<file path="config.mk">
export PLATFORM = sky130hd
export DESIGN_NAME = bratcr_ctrl
export DESIGN_NICKNAME = d
export VERILOG_FILES = /design/src/rtl/bratcr_ctrl.sv
export SDC_FILE = /design/constraint.sdc
export NUM_CORES = 1
export LEC_CHECK = 0
export BUFFER_PORTS_ARGS = -buffer_cell sky130_fd_sc_hd__buf_2
export CAP_MARGIN = 20
export CORE_ASPECT_RATIO = 1.5
export CORE_MARGIN = 2
export CORE_UTILIZATION = 40
export DETAILED_ROUTE_END_ITERATION = 10
export MAX_ROUTING_LAYER = met4
export PLACE_DENSITY = 0.58
export SLEW_MARGIN = 20
export SYNTH_ARGS = -nofsm -noshare
export SYNTH_HDL_FRONTEND = slang
export SYNTH_SLANG_ARGS = --single-unit
</file>
<file path="constraint.sdc">
create_clock -name clk -period 11.22 [get_ports clk]
set_input_delay 1.122 -clock clk [delete_from_list [all_inputs] [get_ports clk]]
set_output_delay 1.122 -clock clk [all_outputs]
set_load 0.01 [all_outputs]
</file>
<file path="src/rtl/bratcr_ctrl.sv">
// Branch RAT checkpoint store controller: in-order checkpoint allocation, retire-time
// freeing, and mispredict truncation followed by a grouped FRAT restore sequence.
module bratcr_ctrl #(
  parameter int ISSUE_WIDTH_MAX = 2,
  parameter int BRATCR_NUM_ETY  = 4,
  parameter int ROB_SIZE_CLOG   = 5,
  parameter int RAT_SIZE        = 32,
  parameter int RESTORE_PER_CYC = 8,
  localparam int EW   = $clog2(BRATCR_NUM_ETY),
  localparam int NGRP = RAT_SIZE / RESTORE_PER_CYC,
  localparam int GW   = (NGRP > 1) ? $clog2(NGRP) : 1
) (
  input  logic                                     clk,
  input  logic                                     rst,
  input  logic [ISSUE_WIDTH_MAX-1:0]               alloc_req,
  input  logic [ISSUE_WIDTH_MAX*ROB_SIZE_CLOG-1:0] alloc_robid,
  output logic [ISSUE_WIDTH_MAX-1:0]               alloc_gnt,
  output logic [ISSUE_WIDTH_MAX*EW-1:0]            alloc_ety,
  output logic                                     stall_id,
  input  logic                                     mispredict_val,
  input  logic [ROB_SIZE_CLOG-1:0]                 mispredict_robid,
  input  logic                                     ret_branch_val,
  input  logic [ROB_SIZE_CLOG-1:0]                 ret_branch_robid,
  output logic                                     restore_val,
  output logic [EW-1:0]                            restore_ety,
  output logic [GW-1:0]                            restore_grp,
  output logic                                     restore_done,
  output logic                                     recover_busy,
  output logic                                     err_sticky
);

  localparam int CW = EW + 1;
  localparam logic [CW:0]   CAP      = BRATCR_NUM_ETY[CW:0];
  localparam logic [GW-1:0] GRP_LAST = GW'(NGRP - 1);
  localparam logic [0:0]    ST_IDLE    = 1'b0;
  localparam logic [0:0]    ST_RESTORE = 1'b1;

  logic [0:0]                state_q, state_d;
  logic [EW-1:0]             head_q, head_d;
  logic [EW-1:0]             tail_q, tail_d;
  logic [EW-1:0]             rety_q, rety_d;
  logic [CW-1:0]             cnt_q, cnt_d;
  logic [GW-1:0]             grp_q, grp_d;
  logic [BRATCR_NUM_ETY-1:0] vld_q, vld_d;
  logic                      err_q, err_d;
  logic [ROB_SIZE_CLOG-1:0]  robid_q [BRATCR_NUM_ETY];

  logic [CW-1:0]               n_req;
  logic [CW:0]                 cnt_sum;
  logic                        alloc_ok;
  logic [ISSUE_WIDTH_MAX*EW-1:0] ety_c;
  logic                        hit;
  logic [EW-1:0]               hit_ety;
  logic                        ret_ok;
  logic                        mp_take;

  function automatic logic [EW-1:0] age_f(input logic [EW-1:0] x, input logic [EW-1:0] h);
    return x - h;
  endfunction

  // Lanes are numbered oldest-first, so each requester takes the next slot after tail.
  always_comb begin : alloc_logic
    n_req = '0;
    ety_c = '0;
    for (int i = 0; i < ISSUE_WIDTH_MAX; i++) begin
      if (alloc_req[i]) begin
        ety_c[i*EW +: EW] = tail_q + n_req[EW-1:0];
        n_req = n_req + CW'(1);
      end
    end
    cnt_sum  = {1'b0, cnt_q} + {1'b0, n_req};
    alloc_ok = (state_q == ST_IDLE) && !mispredict_val && (cnt_sum <= CAP);
  end

  always_comb begin : cam_logic
    hit     = 1'b0;
    hit_ety = '0;
    for (int j = 0; j < BRATCR_NUM_ETY; j++) begin
      if (!hit && vld_q[j] && (robid_q[j] == mispredict_robid)) begin
        hit     = 1'b1;
        hit_ety = EW'(j);
      end
    end
    ret_ok  = ret_branch_val && vld_q[head_q] && (robid_q[head_q] == ret_branch_robid);
    // A restart only makes sense for a checkpoint strictly older than the one being restored.
    mp_take = mispredict_val && hit &&
              ((state_q == ST_IDLE) || (age_f(hit_ety, head_q) < age_f(rety_q, head_q)));
  end

  always_comb begin : next_state
    state_d = state_q;
    grp_d   = grp_q;
    rety_d  = rety_q;
    head_d  = head_q;
    tail_d  = tail_q;
    cnt_d   = cnt_q;
    vld_d   = vld_q;
    err_d   = err_q;
    if (alloc_ok) begin
      for (int i = 0; i < ISSUE_WIDTH_MAX; i++) begin
        if (alloc_req[i]) vld_d[ety_c[i*EW +: EW]] = 1'b1;
      end
      tail_d = tail_q + n_req[EW-1:0];
      cnt_d  = cnt_q + n_req;
    end
    if (mp_take) begin
      for (int j = 0; j < BRATCR_NUM_ETY; j++) begin
        if (age_f(EW'(j), head_q) > age_f(hit_ety, head_q)) vld_d[j] = 1'b0;
      end
      tail_d  = hit_ety + EW'(1);
      cnt_d   = CW'(age_f(hit_ety, head_q)) + CW'(1);
      state_d = ST_RESTORE;
      grp_d   = '0;
      rety_d  = hit_ety;
    end else if (state_q == ST_RESTORE) begin
      if (grp_q == GRP_LAST) begin
        state_d = ST_IDLE;
        grp_d   = '0;
      end else begin
        grp_d = grp_q + GW'(1);
      end
    end
    if (ret_ok) begin
      vld_d[head_q] = 1'b0;
      head_d        = head_q + EW'(1);
      cnt_d         = cnt_d - CW'(1);
    end
    if ((mispredict_val && !hit) || (ret_branch_val && !ret_ok)) err_d = 1'b1;
  end

  always_ff @(posedge clk or negedge rst) begin
    if (!rst) begin
      state_q <= ST_IDLE;
      grp_q   <= '0;
      rety_q  <= '0;
      head_q  <= '0;
      tail_q  <= '0;
      cnt_q   <= '0;
      vld_q   <= '0;
      err_q   <= 1'b0;
    end else begin
      state_q <= state_d;
      grp_q   <= grp_d;
      rety_q  <= rety_d;
      head_q  <= head_d;
      tail_q  <= tail_d;
      cnt_q   <= cnt_d;
      vld_q   <= vld_d;
      err_q   <= err_d;
    end
  end

  // ROB ids are payload guarded by the valid bits, so they carry no reset.
  always_ff @(posedge clk) begin
    if (alloc_ok) begin
      for (int i = 0; i < ISSUE_WIDTH_MAX; i++) begin
        if (alloc_req[i]) robid_q[ety_c[i*EW +: EW]] <= alloc_robid[i*ROB_SIZE_CLOG +: ROB_SIZE_CLOG];
      end
    end
  end

  assign alloc_gnt    = alloc_ok ? alloc_req : '0;
  assign alloc_ety    = alloc_ok ? ety_c : '0;
  assign stall_id     = (state_q == ST_RESTORE) || ((|alloc_req) && !alloc_ok);
  assign restore_val  = (state_q == ST_RESTORE);
  assign recover_busy = (state_q == ST_RESTORE);
  assign restore_ety  = rety_q;
  assign restore_grp  = grp_q;
  assign restore_done = (state_q == ST_RESTORE) && (grp_q == GRP_LAST);
  assign err_sticky   = err_q;

endmodule

</file>
==> flow_summary.ini, run 1 <==
[drt]
wl_mm = 6.29
ant_nets = 0
drc = 0
drtIter0Drc = 82
drt_pass1_iterations = 4
post_drt_wl_per_cell_um = 17.0
num_vias = 1990
avgViaCountPerCell = 5.39

[layout]
final_util = 0.465
insertedDiodeCount = 0
design_area_um2 = 3060
final_nets = 341
final_cells = 369
syn_to_final_growth_pct = 11.8
drive_gt1_frac = 0.280

[synth]
syn_inst = 254
synth_area_leaders = edfxtp_1 (22%), dfrtp_1 (16%), ha_1 (9.6%)
synth_async_sr_flop_share = 0.459
synth_top_cell_by_area = edfxtp_1
yosys-top-cells-count = nor2_1 (24), ha_1 (21), xor2_1 (21), edfxtp_1 (20), mux2_2 (20)
syn_nets = 302
synth_most_common_cell = nor2_1
ys.flop_type = edfxtp_1
ys_seq_area_frac = 0.375
yosysUniqueCellTypes = 44
yosys_register_bits = 37
synth_top_area_frac = 0.219
avgSynthCellArea_um2 = 10.8
syn_area_um2 = 2740
yosysWarnings = 0
synth-edff-count = 20

[timing]
fin_setup_tns_ns = 0
clock.fmax_mhz = 209
whs_ns = 0.479
fin_crit_sh = 0.426
tightestPinTransition_ns = 0.955
max_slew_margin = 0.359
rsz0062_at_grt = false
setup_violations = 0
clock_skew_ns = 0.00294
fin_crit_ns = 4.77
drv_slew = 0
hold_viol = 0

[worst_setup_path]
worstPathRequired_ns = 11.39
critical-path-max-stage-delay_ns = 0.57
endpoint_kind = flop
r2r_slack_ns = 7.02
worstSetupPathType = primary input to flop
cp_max_fo = 17
crit_top_cell = xor2_1
crit_path_start_kind = primary input
cp_top_family = XOR/XNOR gates
arrival_ns = 4.95
crit_buf_inv = 3
reg2reg_from = robid_q[3][2]$_DFFE_PP_
r2r_end = cnt_q[2]$_DFF_PN0_
crit_slowest_cell = o211a_1
r2r_cells = 17
path_cells = buf_2 -> xor2_1 -> nor4_2 -> and3_1 -> o21ai_0 -> and2_1 -> inv_1 -> ha_1 -> xor2_1 -> xor2_1 -> inv_1 -> ha_1 -> a21oi_1 -> o211a_1 -> mux2i_1 -> ha_1 -> nand2_1 -> xor2_1

[die]
boundaryPins = 41
die_y_um = 105
core.rowCount = 36
initial_utilization = 0.416
die_area_um2 = 7530
core_area_um2 = 6580
dieWidth_um = 71.5

[cts]
clockBufferDepth = 2
cts-hold-fix-buffers = 0
cts.repair.resized = 0
clkLatencyLatePin_ns = 0.29
cts_tree = built
htree_levels = 2
clockRootBuffer = clkbuf_8
cts_buffers = 5
post-cts-setup-buffers = 0
clk_pin_slew_ns = 0.07
cts_sinks = 37

[grt]
grt_start_max_net_pins = 18
grt_antenna_before_repair = 0
grt.total_usage = 0.182
grt-ovfl-total = 0
grt_pass1_vias = 2083
grt_pass1_wl_mm = 10.2

[placed_design]
dp.cells = 361
gp_congestion = 0.872
port_buffers = 40
dpl.hpwl_mm = 4.97
placed_cell_area_um2 = 2980

[pwr]
combPwrFrac = 0.542
vdd_drop_max_uv = 85.1
p_int_w = 0.000407
leakage_nw = 1.29
p_sw_frac = 0.424
p_sw_w = 0.000300
clkPwrFrac = 0.122
power_frac_seq = 0.335
powerDensity_nw_per_um2 = 231

[hold_path]
hold-path-endpoint = err_sticky$_DFFE_PN0P_
hold_depth = 2
min_from = err_sticky$_DFFE_PN0P_
hp-class = flop to flop

[outcome]
status = finished clean

[run]
drv_cap = 0
-- cell usage in the layout (no fill, tap or decap), types with 2 or more instances in the layout --
cell / netlist / routed
nor4_1: 2 / 2
and2_1: 4 / 4
mux2i_1: 5 / 5
inv_1: 18 / 18
nand2b_1: 2 / 2
a21oi_1: 12 / 12
o21ai_0: 2 / 2
a221oi_1: 3 / 3
ha_1: 21 / 21
o21ai_1: 4 / 4
edfxtp_1: 20 / 20
nand4_1: 2 / 2
clkbuf_8: 1 / 5
nand3_1: 5 / 5
xnor2_1: 18 / 18
nand3_2: 2 / 2
xor2_1: 21 / 21
dfrtp_1: 17 / 17
nor3_1: 2 / 2
nand2_1: 16 / 16
mux2_2: 20 / 20
buf_2: 4 / 40
nor4_2: 3 / 3
nor2_1: 24 / 24
mux4_2: 6 / 6
-- area by class of cell --
| type | instances | area, um^2 |
|---|---|---|
| Fill cell | 632 | 3520 |
| Multi-Input combinational cell | 190 | 1590 |
| Sequential cell | 37 | 1030 |
| Timing Repair Buffer | 41 | 205 |
| Tap cell | 76 | 95.1 |
| Clock buffer | 6 | 72.6 |
| Inverter | 18 | 67.6 |
| Clock inverter | 1 | 3.75 |
-- flip-flops by register name, indices dropped and copies added, names as in the netlist --
register      flops
err_sticky        1
restore_ety       2
head_q            2
vld_q             4
recover_busy      1
cnt_q             3
robid_q          20
restore_grp       2
tail_q            2
-- through the flow --
stage | total power [W] | worst slack (ns)
finish | 0.000708 | 6.45
global route | 0.000768 | 6.12
CTS | 0.000717 | 6.44
detailed placement | 0.000627 | 6.15
global placement | 0.000620 | 6.34
floorplan | 0.000527 | 6.96
-- worst min-delay path: stages, from the launching register on --
cell     delay [ns]
dfrtp_1        0.34
nor2_1         0.04
o21ai_1        0.06
-- power by group through the flow --
stage	clock network, W	logic [W]	registers, W
2_1_floorplan	0	0.000309	0.000218
4_1_cts	0.0000899	0.000389	0.000238
6_report	0.0000866	0.000384	0.000237
3_5_place_dp	0	0.000387	0.000240
5_1_grt	0.0000959	0.000430	0.000243
3_3_place_gp	0	0.000380	0.000240
-- cells by family (layout without fill, tap and decap cells) --
kind of cell | Yosys count | count (layout) | synth area share
XOR/XNOR | 39 | 39 | 0.125
AO/OA/AOI/OAI | 31 | 31 | 0.0773
multiplexers | 31 | 31 | 0.150
adder cells (fa/ha/maj) | 23 | 23 | 0.107
AND/OR/NAND/NOR | 66 | 66 | 0.122
buffers and inverters | 27 | 66 | 0.0439
flip-flops | 37 | 37 | 0.375
-- how the worst max path moves through the flow --
stage | from | end | cells past startpoint
6_report | mispredict_robid[2] | cnt_q[2]$_DFF_PN0_ | 18
3_3_place_gp | mispredict_robid[2] | cnt_q[2]$_DFF_PN0_ | 18
5_1_grt | mispredict_robid[2] | cnt_q[2]$_DFF_PN0_ | 18
4_1_cts | mispredict_robid[2] | cnt_q[2]$_DFF_PN0_ | 18
3_5_place_dp | mispredict_robid[2] | cnt_q[2]$_DFF_PN0_ | 18
2_1_floorplan | mispredict_robid[2] | cnt_q[2]$_DFF_PN0_ | 18
-- routing by layer --
layer | global-route usage | vias up | routed length, um
met5 | - | - | 0
met4 | 0.0553 | 0 | 67
met3 | 0.0306 | 6 | 211
met2 | 0.335 | 41 | 3550
met1 | 0.193 | 975 | 2460
li1 | - | 968 | -
(Power assumes the default switching activity.)
==> inputs of run 2 (changes only) <==
--- a/config.mk
+++ b/config.mk
@@ -5,6 +5,7 @@
 export SDC_FILE = /design/constraint.sdc
 export NUM_CORES = 1
 export LEC_CHECK = 0
+export ABC_AREA = 1
 export BUFFER_PORTS_ARGS = -buffer_cell sky130_fd_sc_hd__buf_2
 export CAP_MARGIN = 20
 export CORE_ASPECT_RATIO = 1.5
@@ -12,7 +13,7 @@
 export CORE_UTILIZATION = 40
 export DETAILED_ROUTE_END_ITERATION = 10
 export MAX_ROUTING_LAYER = met4
-export PLACE_DENSITY = 0.58
+export PLACE_DENSITY = 0.6
 export SLEW_MARGIN = 20
 export SYNTH_ARGS = -nofsm -noshare
 export SYNTH_HDL_FRONTEND = slang
==> constraint.sdc (replaced) <==
create_clock -name clk -period 3.9 [get_ports clk]
set_input_delay 0.39 -clock clk [delete_from_list [all_inputs] [get_ports clk]]
set_output_delay 0.39 -clock clk [all_outputs]
set_load 0.01 [all_outputs]
==> run 2 against run 1 <==
Via count is 40% higher. Worst hold slack worse by 0.45 ns. Core utilization is 0.37 points higher. Synthesized area is 11% higher. Sequential share of layout area is 3.7 points lower. Global-route usage is 2.8 points higher. Sequential power grew to 2.8 times the previous value. Sequential cell count stayed put. Clock power grew to 3.9 times the previous value. Critical path depth is 7 higher. Non-clock buffer count is 2 higher. First-iteration DRC count is 150% higher. Highest routed layer unchanged.
==> flow_summary.ini, run 2 <==
[worst_setup_path]
arrival_ns = 3.68
worstSetupPathType = flop to flop
worstPathRequired_ns = 4.10
cp_max_fo = 4
crit_path_start_kind = flop
endpoint_kind = flop

[timing]
clock.fmax_mhz = 287
drv_slew = 0
fin_crit_sh = 0.893
tightestPinTransition_ns = 0.761
max_slew_margin = 0.492
setup_violations = 0
clock_skew_ns = 0.00334
hold_viol = 0
fin_setup_tns_ns = 0
rsz0062_at_grt = false
fin_crit_ns = 3.48

[layout]
final_common_cell = nand2_1
final_util = 0.469
drive_gt1_frac = 0.153
layout_common_cells = nand2_1 (160), inv_1 (54), buf_2 (40)
insertedDiodeCount = 0
largest_register_ffs = 20
nFillCells = 807
final_nets = 532
syn_to_final_growth_pct = 13.1

[drt]
num_vias = 2791
drc = 0
wl_met2_mm = 3.81
met1_length_mm = 3.44
routed.top_layer = met4
drtIter0Drc = 203
ant_nets = 0
post_drt_wl_per_cell_um = 13.2
wl_mm = 7.75
avgViaCountPerCell = 4.77
wl_met3_um = 307
drt_pass1_iterations = 4

[cts]
clk_pin_slew_ns = 0.08
clockBufferDepth = 2
cts_sinks = 37
htree_levels = 2
clkLatencyLatePin_ns = 0.29
cts_tree = built
cts_buffers = 5
clockRootBuffer = clkbuf_8
cts-hold-fix-buffers = 0

[outcome]
status = finished clean

[die]
initial_utilization = 0.415
die_y_um = 111
boundaryPins = 41
dieWidth_um = 75.2
die_area_um2 = 8320
core.rowCount = 38
core_area_um2 = 7320

[synth]
synth_async_sr_flop_share = 0.459
syn_area_um2 = 3040
ys_seq_area_frac = 0.338
syn_nets = 492
yosysWarnings = 0
yosysUniqueCellTypes = 35
avgSynthCellArea_um2 = 6.84
yosys_register_bits = 37
syn_inst = 444
synth_top_area_frac = 0.198
ys.flop_type = edfxtp_1
synth_top_cell_by_area = edfxtp_1
synth-edff-count = 20
yosys-top-cells-count = nand2_1 (160), inv_1 (54), nor2_1 (35), o21ai_0 (35), nand3_1 (34)
synth_most_common_cell = nand2_1
synth_area_leaders = edfxtp_1 (20%), nand2_1 (20%), dfrtp_1 (14%)

[grt]
grt_pass1_wl_mm = 13.0
grt-ovfl-total = 0
grt_pass1_vias = 2696
grt.total_usage = 0.209
grt_antenna_before_repair = 0
grt_start_max_net_pins = 20

[pwr]
leakage_nw = 1.88
powerDensity_nw_per_um2 = 686
vdd_drop_max_uv = 335

[hold_path]
hp-class = primary input to asynchronous set/reset pin

[placed_design]
dpl.hpwl_mm = 6.09
gp_congestion = 0.938
port_buffers = 40

[run]
drv_cap = 0
==> run 2: repair_timing <==
action	in CTS	in global routing
setup buffers	0	0
endpoints found under the setup margin	0	2
resized for setup	0	1
==> run 2: cells by family (layout without fill, tap and decap cells) <==
group                      after synthesis  after routing  share of synthesized area
AOI/OAI and AO/OA                       48             48                     0.0832
xor gates and xnor gates                 8              8                     0.0231
adders and majority gates               22             22                     0.0931
buffers and inverters                   76            117                      0.103
DFF                                     37             37                      0.338
and+or+nand+nor                        253            253                      0.360
==> run 2: layer usage <==
layer,global-route usage,vias up
met2,0.327,62
met5,-,-
met1,0.271,1232
met4,0.0772,0
li1,-,1484
met3,0.0327,13
==> run 2: path summary, 6_finish.rpt <==
path	startpoint	end	slack [ns]	depth (start not counted)
max	robid_q[3][2]$_DFFE_PP_	cnt_q[2]$_DFF_PN0_	0.42	25
max in group asynchronous	rst	tail_q[0]$_DFFE_PN0P_	3.57	1
max reg2reg	robid_q[3][2]$_DFFE_PP_	cnt_q[2]$_DFF_PN0_	0.42	25
min in group clk	ret_branch_val	err_sticky$_DFFE_PN0P_	0.32	3
min	rst	restore_ety[1]$_DFFE_PN0N_	0.03	1
min reg2reg	err_sticky$_DFFE_PN0P_	err_sticky$_DFFE_PN0P_	0.50	2
==> run 2: power breakdown <==
part / total (W) / internal (W) / switching [W]
logic: 0.00135 / 0.000503 / 0.000843
clock network: 0.000338 / 0.000192 / 0.000146
registers: 0.000670 / 0.000540 / 0.000130
total: 0.00235 / 0.00124 / 0.00112
==> run 2: critical path: stages (launching register included) <==
cell and delay [ns]:
edfxtp_1 0.45, nand2_1 0.11, nand2_1 0.05, nor2_1 0.15, nand3_1 0.17, nand3b_1 0.20
nand2_1 0.12, inv_1 0.09, ha_1 0.19, xor2_1 0.17, inv_1 0.05, nand3_1 0.12
nand2_1 0.09, ha_1 0.29, o21a_1 0.11, o21ai_2 0.19, nand3_2 0.14, inv_2 0.08
nand2_1 0.06, nand2_1 0.06, ha_1 0.18, inv_1 0.05, nor2_1 0.09, nand3_1 0.08
nand2_1 0.07, inv_1 0.04
==> run 2: cell type report <==
cell class	count	area, um^2	area share
multi-input combinational	331	1700	0.495
timing repair buffer	43	223	0.0648
clock buffer	6	72.6	0.0211
clock inverter	2	38.8	0.0113
inverter	66	248	0.0721
sequential	37	1030	0.299
tap	100	125	0.0364
==> run 2: per-stage QoR <==
stage / power, W / cells / hold WS, ns / setup slack [ns] / cell area, um^2
3_5_place_dp: 0.00202 / 577 / 0.357 / 0.220 / 3320
4_1_cts: 0.00237 / 585 / 0.0292 / 0.354 / 3430
5_1_grt: 0.00260 / 585 / 0.0407 / 0.0813 / 3430
6_report: 0.00235 / 585 / 0.0272 / 0.417 / 3430
3_3_place_gp: 0.00200 / 577 / 0.352 / 0.332 / 3320
2_1_floorplan: 0.00167 / 444 / 0.0944 / 0.699 / 3040
==> inputs of run 3 (changes only) <==
==> constraint.sdc (replaced) <==
create_clock -name clk -period 2.95 [get_ports clk]
set_input_delay 0.295 -clock clk [delete_from_list [all_inputs] [get_ports clk]]
set_output_delay 0.295 -clock clk [all_outputs]
set_load 0.01 [all_outputs]
==> run 3 against run 2 <==
The run now ends with setup timing left. Combinational power up 70%. Power up 49%. Sequential power grew 29%. Count of clock-buffer cells in the layout stayed put. Sequential share of layout area down 3.6 points. Clock skew up 0.00066 ns. Non-clock buffer count is 51 higher. Highest routed layer unchanged. Core utilization is 6.5 points higher. First-iteration DRC count shrank 19%. Register-to-register slack lost 0.57 ns.
==> flow_summary.ini, run 3 (synthesis gave the netlist of run 2 again) <==
[outcome]
status = finished with violations
violations = setup timing

[timing]
clock.fmax_mhz = 322
max_slew_margin = 0.708
drv_slew = 0
clock_skew_ns = 0.00400
hold_viol = 0
tightestPinTransition_ns = 0.438
worst_slack_ns = -0.156
whs_ns = 0.228
fin_crit_ns = 3.11
setup_violations = 6
rsz0062_at_grt = true
fin_crit_sh = 1.05

[drt]
num_vias = 3108
avgViaCountPerCell = 4.89
drt_pass1_iterations = 5
post_drt_wl_per_cell_um = 13.2
ant_nets = 0
wl_mm = 8.37
drtIter0Drc = 165
drc = 0

[layout]
insertedDiodeCount = 0
drive_gt1_frac = 0.285
largest_register_ffs = 20
layout_common_cells = nand2_1 (151), buf_4 (53), inv_1 (52)
final_nets = 583
final_util = 0.534
seq_area_um2 = 1030
nFillCells = 744
syn_to_final_growth_pct = 28.8
multiInputGateArea_um2 = 1820
final_common_cell = nand2_1

[grt]
grt_antenna_before_repair = 0
grt-ovfl-total = 0
use_met3 = 0.0318
grt.total_usage = 0.221
grt_start_max_net_pins = 18
grt_pass1_vias = 3009
grt_pass1_wl_mm = 13.8
grt.busiest_layer = met2
use_met2 = 0.361
grt_util_met1 = 0.265

[worst_setup_path]
r2r_cells = 26
worstSetupPathType = flop to flop
worstPathRequired_ns = 3.15
r2r_end = cnt_q[2]$_DFF_PN0_
arrival_ns = 3.30
reg2reg_from = robid_q[1][3]$_DFFE_PP_
cp-startpoint = robid_q[1][3]$_DFFE_PP_
endpoint_kind = flop
r2r_slack_ns = -0.16
crit_path_start_kind = flop
cp_max_fo = 3

[pwr]
combPwrFrac = 0.651
clkPwrFrac = 0.103
p_int_w = 0.00186
power_frac_seq = 0.246
vdd_drop_max_uv = 527
p_sw_frac = 0.470
leakage_nw = 2.10
p_sw_w = 0.00165
powerDensity_nw_per_um2 = 897

[die]
die_area_um2 = 8320
boundaryPins = 41
core.rowCount = 38
initial_utilization = 0.415
dieWidth_um = 75.2
core_area_um2 = 7320
die_y_um = 111

[placed_design]
port_buffers = 40
gp_congestion = 0.887
dpl.hpwl_mm = 6.51

[hold_path]
hold_depth = 3
hold-path-endpoint = err_sticky$_DFFE_PN0P_
hp-class = primary input to flop
min_from = ret_branch_val

[run]
drv_cap = 0

[cts]
clockRootBuffer = clkbuf_8
cts_buffers = 5
cts_sinks = 37
clkLatencyLatePin_ns = 0.30
htree_levels = 2
cts_tree = built
clockBufferDepth = 2
clk_pin_slew_ns = 0.08
run 3: changes by cell type in the layout (fill, tap and decap cells not counted), moves of 3 or more:
cell | before | now
buf_4 | 3 | 53
nand2_1 | 160 | 151
nand2_2 | 2 | 11
nor2_1 | 35 | 28
nor2_2 | 1 | 8
o21ai_0 | 35 | 30
ha_1 | 21 | 18
ha_4 | 0 | 3
o21ai_2 | 1 | 4
run 3: through the flow:
| stage | instances | setup slack (ns) | total power, W | TNS, ns | area, um^2 |
|---|---|---|---|---|---|
| detailed placement | 608 | -0.230 | 0.00289 | -0.685 | 3600 |
| floorplan | 444 | -0.0878 | 0.00228 | -0.165 | 3080 |
| CTS | 631 | -0.0719 | 0.00340 | -0.119 | 3840 |
| finish | 636 | -0.156 | 0.00351 | -0.476 | 3910 |
| global route | 636 | -0.343 | 0.00385 | -2.50 | 3910 |
| global placement | 608 | -0.179 | 0.00283 | -0.362 | 3600 |
run 3: what timing repair did:
action / in CTS / in global routing
setup endpoints to repair: 3 / 13
pin swaps: 21 / 15
gates resized for setup: 10 / 13
setup buffers: 14 / 5
endpoints found under the hold margin: 17 / 0
hold buffers: 1 / 0
gates cloned: 0 / 0
run 3: per-layer routing:
layer | wire [um] | up-vias | share of wire
met5 | 0 | - | 0
met4 | 259 | 0 | 0.031
met1 | 3600 | 1409 | 0.43
met3 | 295 | 21 | 0.035
met2 | 4220 | 88 | 0.50
li1 | - | 1590 | -
run 3: worst max-delay path by stage:
| stage | to | slack, ns | cells after the start |
|---|---|---|---|
| floorplan | cnt_q[1]$_DFF_PN0_ | -0.09 | 26 |
| global placement | cnt_q[2]$_DFF_PN0_ | -0.18 | 26 |
| detailed placement | cnt_q[1]$_DFF_PN0_ | -0.23 | 25 |
| CTS | cnt_q[1]$_DFF_PN0_ | -0.07 | 24 |
| global route | cnt_q[2]$_DFF_PN0_ | -0.34 | 26 |
| finish | cnt_q[2]$_DFF_PN0_ | -0.16 | 26 |
run 3: worst max-delay path, cell delays in order, from the launching register on:
cell and delay, ns:
edfxtp_1 0.46, nand2_1 0.12, nand2_1 0.06, nor2_1 0.13, nand3_1 0.10, nand2_2 0.09, inv_2 0.04, nand3b_1 0.08
nand2_2 0.07, inv_2 0.07, ha_4 0.13, xor2_2 0.16, inv_1 0.07, nand3_2 0.07, nand2_2 0.07, ha_4 0.21
o21a_1 0.10, o21ai_2 0.16, buf_4 0.14, nand4_1 0.12, nand2_2 0.13, ha_4 0.14, inv_2 0.03, nor2_2 0.06
nand3_1 0.07, nand2_1 0.07, inv_1 0.04
run 3: layout make-up:
cell class              count  share of cell area
clock buffers               6              0.0185
clock inverters             2             0.00384
inverters                  66              0.0633
multi-input cells         331               0.465
flip-flops and latches     37               0.262
well taps                 100              0.0320
repair buffers             94               0.155
run 3: power by group through the flow:
| stage | Combinational, W | Clock (W) | Sequential, W |
|---|---|---|---|
| after floorplan | 0.00144 | 0 | 0.000842 |
| after global placement | 0.00197 | 0 | 0.000866 |
| after detailed placement | 0.00202 | 0 | 0.000867 |
| after CTS | 0.00217 | 0.000371 | 0.000860 |
| after global routing | 0.00257 | 0.000389 | 0.000882 |
| final | 0.00229 | 0.000361 | 0.000863 |
